$ cat config.mk
export PLATFORM = sky130hd
export DESIGN_NAME = rgb_to_gray_pipe
export DESIGN_NICKNAME = d
export VERILOG_FILES = /design/src/rtl/rgb_to_gray_pipe_pkg.sv /design/src/rtl/rgb_to_gray_pipe_if.sv /design/src/rtl/rgb_to_gray_pipe_frame_max.sv /design/src/rtl/rgb_to_gray_pipe.sv
export SDC_FILE = /design/constraint.sdc
export NUM_CORES = 1
export LEC_CHECK = 0
export ABC_AREA = 1
export CORE_MARGIN = 1.5
export CORE_UTILIZATION = 69
export CTS_BUF_LIST = sky130_fd_sc_hd__clkbuf_2
export CTS_CLUSTER_SIZE = 40
export DETAILED_ROUTE_END_ITERATION = 7
export PLACE_DENSITY_LB_ADDON = 0.3
export SLEW_MARGIN = 20
export SYNTH_ARGS = -nofsm -noshare
export SYNTH_HDL_FRONTEND = slang
export SYNTH_SLANG_ARGS = --single-unit
$ cat constraint.sdc
create_clock -name iCLK -period 18.02 [get_ports iCLK]
set_clock_uncertainty 0.05 [all_clocks]
set_input_delay 5.406 -clock iCLK [delete_from_list [all_inputs] [get_ports iCLK]]
set_output_delay 5.406 -clock iCLK [all_outputs]
set_load 0.02 [all_outputs]
$ cat src/rtl/rgb_to_gray_pipe_pkg.sv
// Shared imaging constants for the RGB-to-gray pipeline: mode encodings,
// luma/average weights and the post-multiply shift for each mode.
package rgb_to_gray_pipe_pkg;

  typedef enum logic [1:0] {
    MODE_AVG4  = 2'd0,
    MODE_AVG3  = 2'd1,
    MODE_LUMA  = 2'd2,
    MODE_GREEN = 2'd3
  } grayModeT;

  localparam int unsigned LUMA_R_W   = 77;
  localparam int unsigned LUMA_G_W   = 150;
  localparam int unsigned LUMA_B_W   = 29;
  localparam int unsigned AVG3_MUL   = 171;
  localparam int unsigned LUMA_SHIFT = 8;
  localparam int unsigned AVG3_SHIFT = 9;
  localparam int unsigned AVG4_SHIFT = 2;

  // Right-shift applied to the wide intermediate value of each mode.
  function automatic int unsigned modeShift(grayModeT mode);
    case (mode)
      MODE_AVG4: modeShift = AVG4_SHIFT;
      MODE_AVG3: modeShift = AVG3_SHIFT;
      MODE_LUMA: modeShift = LUMA_SHIFT;
      default:   modeShift = 0;
    endcase
  endfunction

endpackage

$ cat src/rtl/rgb_to_gray_pipe_if.sv
// Output-side pixel stream of the gray pipeline: result sample plus its
// valid and frame markers, consumed by the frame-max tracker.
interface rgb_to_gray_pipe_if #(parameter int DATA_W = 12);
  logic [DATA_W-1:0] gray;
  logic              dval;
  logic              sof;
  logic              eof;

  modport master (output gray, dval, sof, eof);
  modport slave  (input  gray, dval, sof, eof);
endinterface

$ cat src/rtl/rgb_to_gray_pipe_frame_max.sv
// Tracks the largest gray value of each frame on the output stream and
// publishes it with a one-cycle strobe after the frame's last pixel.
module gray_frame_max
  import rgb_to_gray_pipe_pkg::*;
#(
  parameter int DATA_W = 12
) (
  input  logic               iCLK,
  input  logic               iRST,
  rgb_to_gray_pipe_if.slave  pixIn,
  output logic [DATA_W-1:0]  oFrameMax,
  output logic               oMaxValid
);

  logic [DATA_W-1:0] runMaxReg, runMaxNext;
  logic [DATA_W-1:0] frameMaxReg, frameMaxNext;
  logic              maxValidReg, maxValidNext;

  // A new SOF restarts the running max, so a frame missing its EOF is dropped.
  always_comb begin
    runMaxNext   = runMaxReg;
    frameMaxNext = frameMaxReg;
    maxValidNext = 1'b0;
    if (pixIn.dval) begin
      if (pixIn.sof || (pixIn.gray > runMaxReg))
        runMaxNext = pixIn.gray;
      if (pixIn.eof) begin
        frameMaxNext = runMaxNext;
        maxValidNext = 1'b1;
      end
    end
  end

  always_ff @(posedge iCLK) begin
    if (iRST) begin
      runMaxReg   <= '0;
      frameMaxReg <= '0;
      maxValidReg <= 1'b0;
    end else begin
      runMaxReg   <= runMaxNext;
      frameMaxReg <= frameMaxNext;
      maxValidReg <= maxValidNext;
    end
  end

  assign oFrameMax = frameMaxReg;
  assign oMaxValid = maxValidReg;

endmodule

$ cat src/rtl/rgb_to_gray_pipe.sv
// Three-stage RGB to grayscale converter with per-frame mode latching and
// a per-frame maximum of the produced gray values.
module rgb_to_gray_pipe
  import rgb_to_gray_pipe_pkg::*;
#(
  parameter int DATA_W = 12
) (
  input  logic              iCLK,
  input  logic              iRST,
  input  logic [DATA_W-1:0] iRed,
  input  logic [DATA_W-1:0] iGreen,
  input  logic [DATA_W-1:0] iBlue,
  input  logic              iDVAL,
  input  logic              iSOF,
  input  logic              iEOF,
  input  logic [1:0]        iMode,
  output logic [DATA_W-1:0] oGray,
  output logic              oDVAL,
  output logic              oSOF,
  output logic              oEOF,
  output logic [DATA_W-1:0] oFrameMax,
  output logic              oMaxValid
);

  localparam int SUM_W  = DATA_W + 2;
  localparam int WIDE_W = DATA_W + 10;

  grayModeT          modeShadowReg, modeShadowNext;
  logic              s1ValidReg, s1SofReg, s1EofReg;
  grayModeT          s1ModeReg;
  logic [DATA_W-1:0] s1RedReg, s1GreenReg, s1BlueReg;
  logic              s2ValidReg, s2SofReg, s2EofReg;
  grayModeT          s2ModeReg;
  logic [WIDE_W-1:0] s2WideReg;
  logic [DATA_W-1:0] grayReg, grayNext;
  logic              dvalReg, sofReg, eofReg;

  logic [SUM_W-1:0]  chanSum;
  logic [WIDE_W-1:0] lumaSum, wideNext, shifted;

  // The SOF pixel itself already uses the freshly requested mode.
  always_comb begin
    modeShadowNext = modeShadowReg;
    if (iDVAL && iSOF)
      modeShadowNext = grayModeT'(iMode);
  end

  always_comb begin
    chanSum  = SUM_W'(s1RedReg) + SUM_W'(s1GreenReg) + SUM_W'(s1BlueReg);
    lumaSum  = WIDE_W'(s1RedReg)   * WIDE_W'(LUMA_R_W)
             + WIDE_W'(s1GreenReg) * WIDE_W'(LUMA_G_W)
             + WIDE_W'(s1BlueReg)  * WIDE_W'(LUMA_B_W);
    wideNext = WIDE_W'(s1GreenReg);
    case (s1ModeReg)
      MODE_AVG4: wideNext = WIDE_W'(chanSum);
      MODE_AVG3: wideNext = WIDE_W'(chanSum) * WIDE_W'(AVG3_MUL);
      MODE_LUMA: wideNext = lumaSum;
      default:   wideNext = WIDE_W'(s1GreenReg);
    endcase
  end

  // Truncating shift, then clamp anything above the sample range.
  always_comb begin
    shifted  = s2WideReg >> modeShift(s2ModeReg);
    grayNext = (|shifted[WIDE_W-1:DATA_W]) ? {DATA_W{1'b1}} : shifted[DATA_W-1:0];
  end

  always_ff @(posedge iCLK) begin
    if (iRST) begin
      modeShadowReg <= MODE_AVG4;
      s1ValidReg    <= 1'b0;
      s1SofReg      <= 1'b0;
      s1EofReg      <= 1'b0;
      s1ModeReg     <= MODE_AVG4;
      s1RedReg      <= '0;
      s1GreenReg    <= '0;
      s1BlueReg     <= '0;
      s2ValidReg    <= 1'b0;
      s2SofReg      <= 1'b0;
      s2EofReg      <= 1'b0;
      s2ModeReg     <= MODE_AVG4;
      s2WideReg     <= '0;
      grayReg       <= '0;
      dvalReg       <= 1'b0;
      sofReg        <= 1'b0;
      eofReg        <= 1'b0;
    end else begin
      modeShadowReg <= modeShadowNext;
      s1ValidReg    <= iDVAL;
      s1SofReg      <= iDVAL & iSOF;
      s1EofReg      <= iDVAL & iEOF;
      s1ModeReg     <= modeShadowNext;
      s1RedReg      <= iRed;
      s1GreenReg    <= iGreen;
      s1BlueReg     <= iBlue;
      s2ValidReg    <= s1ValidReg;
      s2SofReg      <= s1SofReg;
      s2EofReg      <= s1EofReg;
      s2ModeReg     <= s1ModeReg;
      s2WideReg     <= wideNext;
      if (s2ValidReg)
        grayReg <= grayNext;
      dvalReg       <= s2ValidReg;
      sofReg        <= s2SofReg;
      eofReg        <= s2EofReg;
    end
  end

  rgb_to_gray_pipe_if #(.DATA_W(DATA_W)) pixOut ();

  assign pixOut.gray = grayReg;
  assign pixOut.dval = dvalReg;
  assign pixOut.sof  = sofReg;
  assign pixOut.eof  = eofReg;

  gray_frame_max #(.DATA_W(DATA_W)) frameMax (
    .iCLK      (iCLK),
    .iRST      (iRST),
    .pixIn     (pixOut),
    .oFrameMax (oFrameMax),
    .oMaxValid (oMaxValid)
  );

  assign oGray = grayReg;
  assign oDVAL = dvalReg;
  assign oSOF  = sofReg;
  assign oEOF  = eofReg;

endmodule

==> impl_metrics.ini <==
[finish]
syn_to_final_growth_pct = 7.39
layout.nets = 2287
mostFrequentLayoutCell = inv_1
fillers = 1490
multiInputGateArea_mm2 = 0.00954
final_cell_mix = inv_1 (412), nand2_1 (394), ha_1 (203), nor2_1 (194), nand3_1 (137)
fin_util = 0.763
ff_latch_area_mm2 = 0.00216
final_cells = 2170
diodes = 0
drive_gt1_frac = 0.0157

[die]
coreArea_mm2 = 0.0189
row_count = 50
die_area_mm2 = 0.0203
start_util = 0.710
die_x_um = 142
dieHeight_um = 142
ioPinCount = 71

[timing]
relSlewSlack = 0.412
drv_slew = 0
hold_viol = 0
fmaxAchievable_ghz = 0.131
rsz0062_at_grt = no
fin_crit_sh = 0.423
setup_viol_count_final = 0
tightest_slew_ns = 0.882
fin_tns_setup_ns = 0
min_period_ns = 7.62

[clock_network]
cts_setup_buffers = 0
cts_buffer_depth = 2
clk_latency_ns = 0.68
clock-sinks = 108
cts.htree.levels = 3
numCtsBuffers = 9
cts_resized = 0
cts_tree = built
cts_hold_repair.buffers = 0
root_buffer = clkbuf_2
clk_pin_slew_ns = 0.34

[setup_path]
worstPathRequired_ns = 12.56
cp_top_family = flip-flops
cp_num_cells = 1
r2r-start = s1GreenReg[5]$_SDFF_PP0_
reg2reg_depth = 29
startpoint_type = flip-flop
worst-path-buf-inv = 1
cp_cell_sequence = clkdlybuf4s50_1
critPathMaxStageDelay_ns = 0.77
critical_path_arrival_ns = 2.17
path_max_fanout = 16
cp_slowest_cell = dfxtp_1
critPathKind = reg -> out
crit_path_start = oDVAL$_SDFF_PP0_
cp-end-kind = output pin

[grt]
grt_max_degree = 66
grt_pass1_vias = 12000
track_usage = 0.366
grt_pass1_wl_um = 57400
overflow = 0
antenna_found_initial = 0

[route]
vias = 12100
dr.pass1.iters = 6
drt_wl_total_um = 35200
ant_nets = 0
routedWlPerCell_um = 16.2
drc_errors = 0
drt_iter0_markers = 856
viasPerCell = 5.56

[place]
dp_cells = 2154
portBuffers = 70
gp_congestion = 0.965
dpl.hpwl_um = 29100

[synthesis]
synth.distinct_cells = 39
synth_cells = 1857
syn_nets = 2239
syn_area_mm2 = 0.0134
yosys.area_share.simple = 0.242
ys_seq_area_frac = 0.161
synth_top_family_by_area = adder cells
synth-xor-area-share = 0.0104
synth_top_area_frac = 0.203
avgSynthCellArea_um2 = 7.22
synth.area.top_cells = fa_1 (20%), ha_1 (19%), dfxtp_1 (16%), inv_1 (12%), nand2_1 (11%)
synth_adder_area_share = 0.392
ys_ff_latch = 108
yosysTopAreaCell = fa_1
synthMuxAreaShare = 0.00224
synth-warning-count = 0
synth_compound_area_frac = 0.0645

[worst_hold_path]
hold_path_class = reg -> reg
hold_start = s1SofReg$_SDFF_PP0_
hold_depth = 2

[run]
drv_cap = 0

[status]
status = finished, final reports clean
## through the flow
step	hold slack [ns]	area, um^2	worst slack, ns
after floorplan	0.338	13400	11.59
after global placement	0.341	14300	10.90
after detailed placement	0.344	14300	10.85
after CTS	0.370	14400	10.37
after global routing	0.386	14400	10.23
final	0.369	14400	10.40
## worst paths after layout
path | endpoint | slack (ns)
max | oDVAL | 10.40
min | s2SofReg$_SDFF_PP0_ | 0.37
max reg2reg | s2WideReg[19]$_SDFF_PP0_ | 10.70
min reg2reg | s2SofReg$_SDFF_PP0_ | 0.37
## cell type report
| class | count | area share |
|---|---|---|
| Sequential cell | 108 | 0.150 |
| Tap cell | 260 | 0.0226 |
| Clock inverter | 7 | 0.00452 |
| Inverter | 414 | 0.108 |
| Clock buffer | 9 | 0.00313 |
| Timing Repair Buffer | 72 | 0.0495 |
| Multi-Input combinational cell | 1300 | 0.662 |
## flip-flops by register name, indices dropped and copies added (netlist names), 12 cells and up
| name | count |
|---|---|
| frameMax.oFrameMax | 12 |
| frameMax.runMaxReg | 12 |
| oGray | 12 |
| s1BlueReg | 12 |
| s1GreenReg | 12 |
| s1RedReg | 12 |
| s2WideReg | 22 |
## routing by layer
layer	up-vias	GRT usage	wire length [um]
met4	0	0.208	2250
met2	474	0.624	16400
met1	5611	0.436	14000
met3	147	0.0639	2490
met5	-	0	0
li1	5841	-	-
## logic make-up after synthesis
| kind of cell | count (synthesis) |
|---|---|
| DFF | 108 |
| AOI/OAI and AO/OA | 163 |
| muxes | 3 |
| buffers and inverters | 449 |
| adders and majority gates | 339 |
| and+or+nand+nor | 779 |
| xor gates and xnor gates | 16 |
## Yosys cell counts
master / number
inv_4: 1
o2111ai_1: 2
a221oi_1: 1
o21ai_1: 5
a22o_1: 1
clkbuf_1: 22
o211ai_1: 3
a21oi_2: 1
or2_2: 6
o21bai_1: 2
a22oi_1: 1
dfxtp_1: 108
xnor2_1: 6
buf_6: 1
fa_1: 136
mux2i_1: 3
a21boi_0: 2
buf_1: 3
buf_4: 3
a31oi_1: 4
a21oi_1: 86
ha_1: 203
xor2_1: 10
o21ai_0: 52
nor2_2: 1
inv_1: 412
nand3b_1: 18
nor2_1: 194
nand2_1: 394
nand2_2: 2
a21o_1: 1
nor3_1: 10
o21a_1: 1
o22ai_1: 1
and2_1: 2
nand3_1: 137
buf_2: 6
inv_2: 1
nand4_1: 15
Power is left out: the tool's default activity adds up to more than one toggle a clock period on the data nets, which glitch-free logic cannot reach.
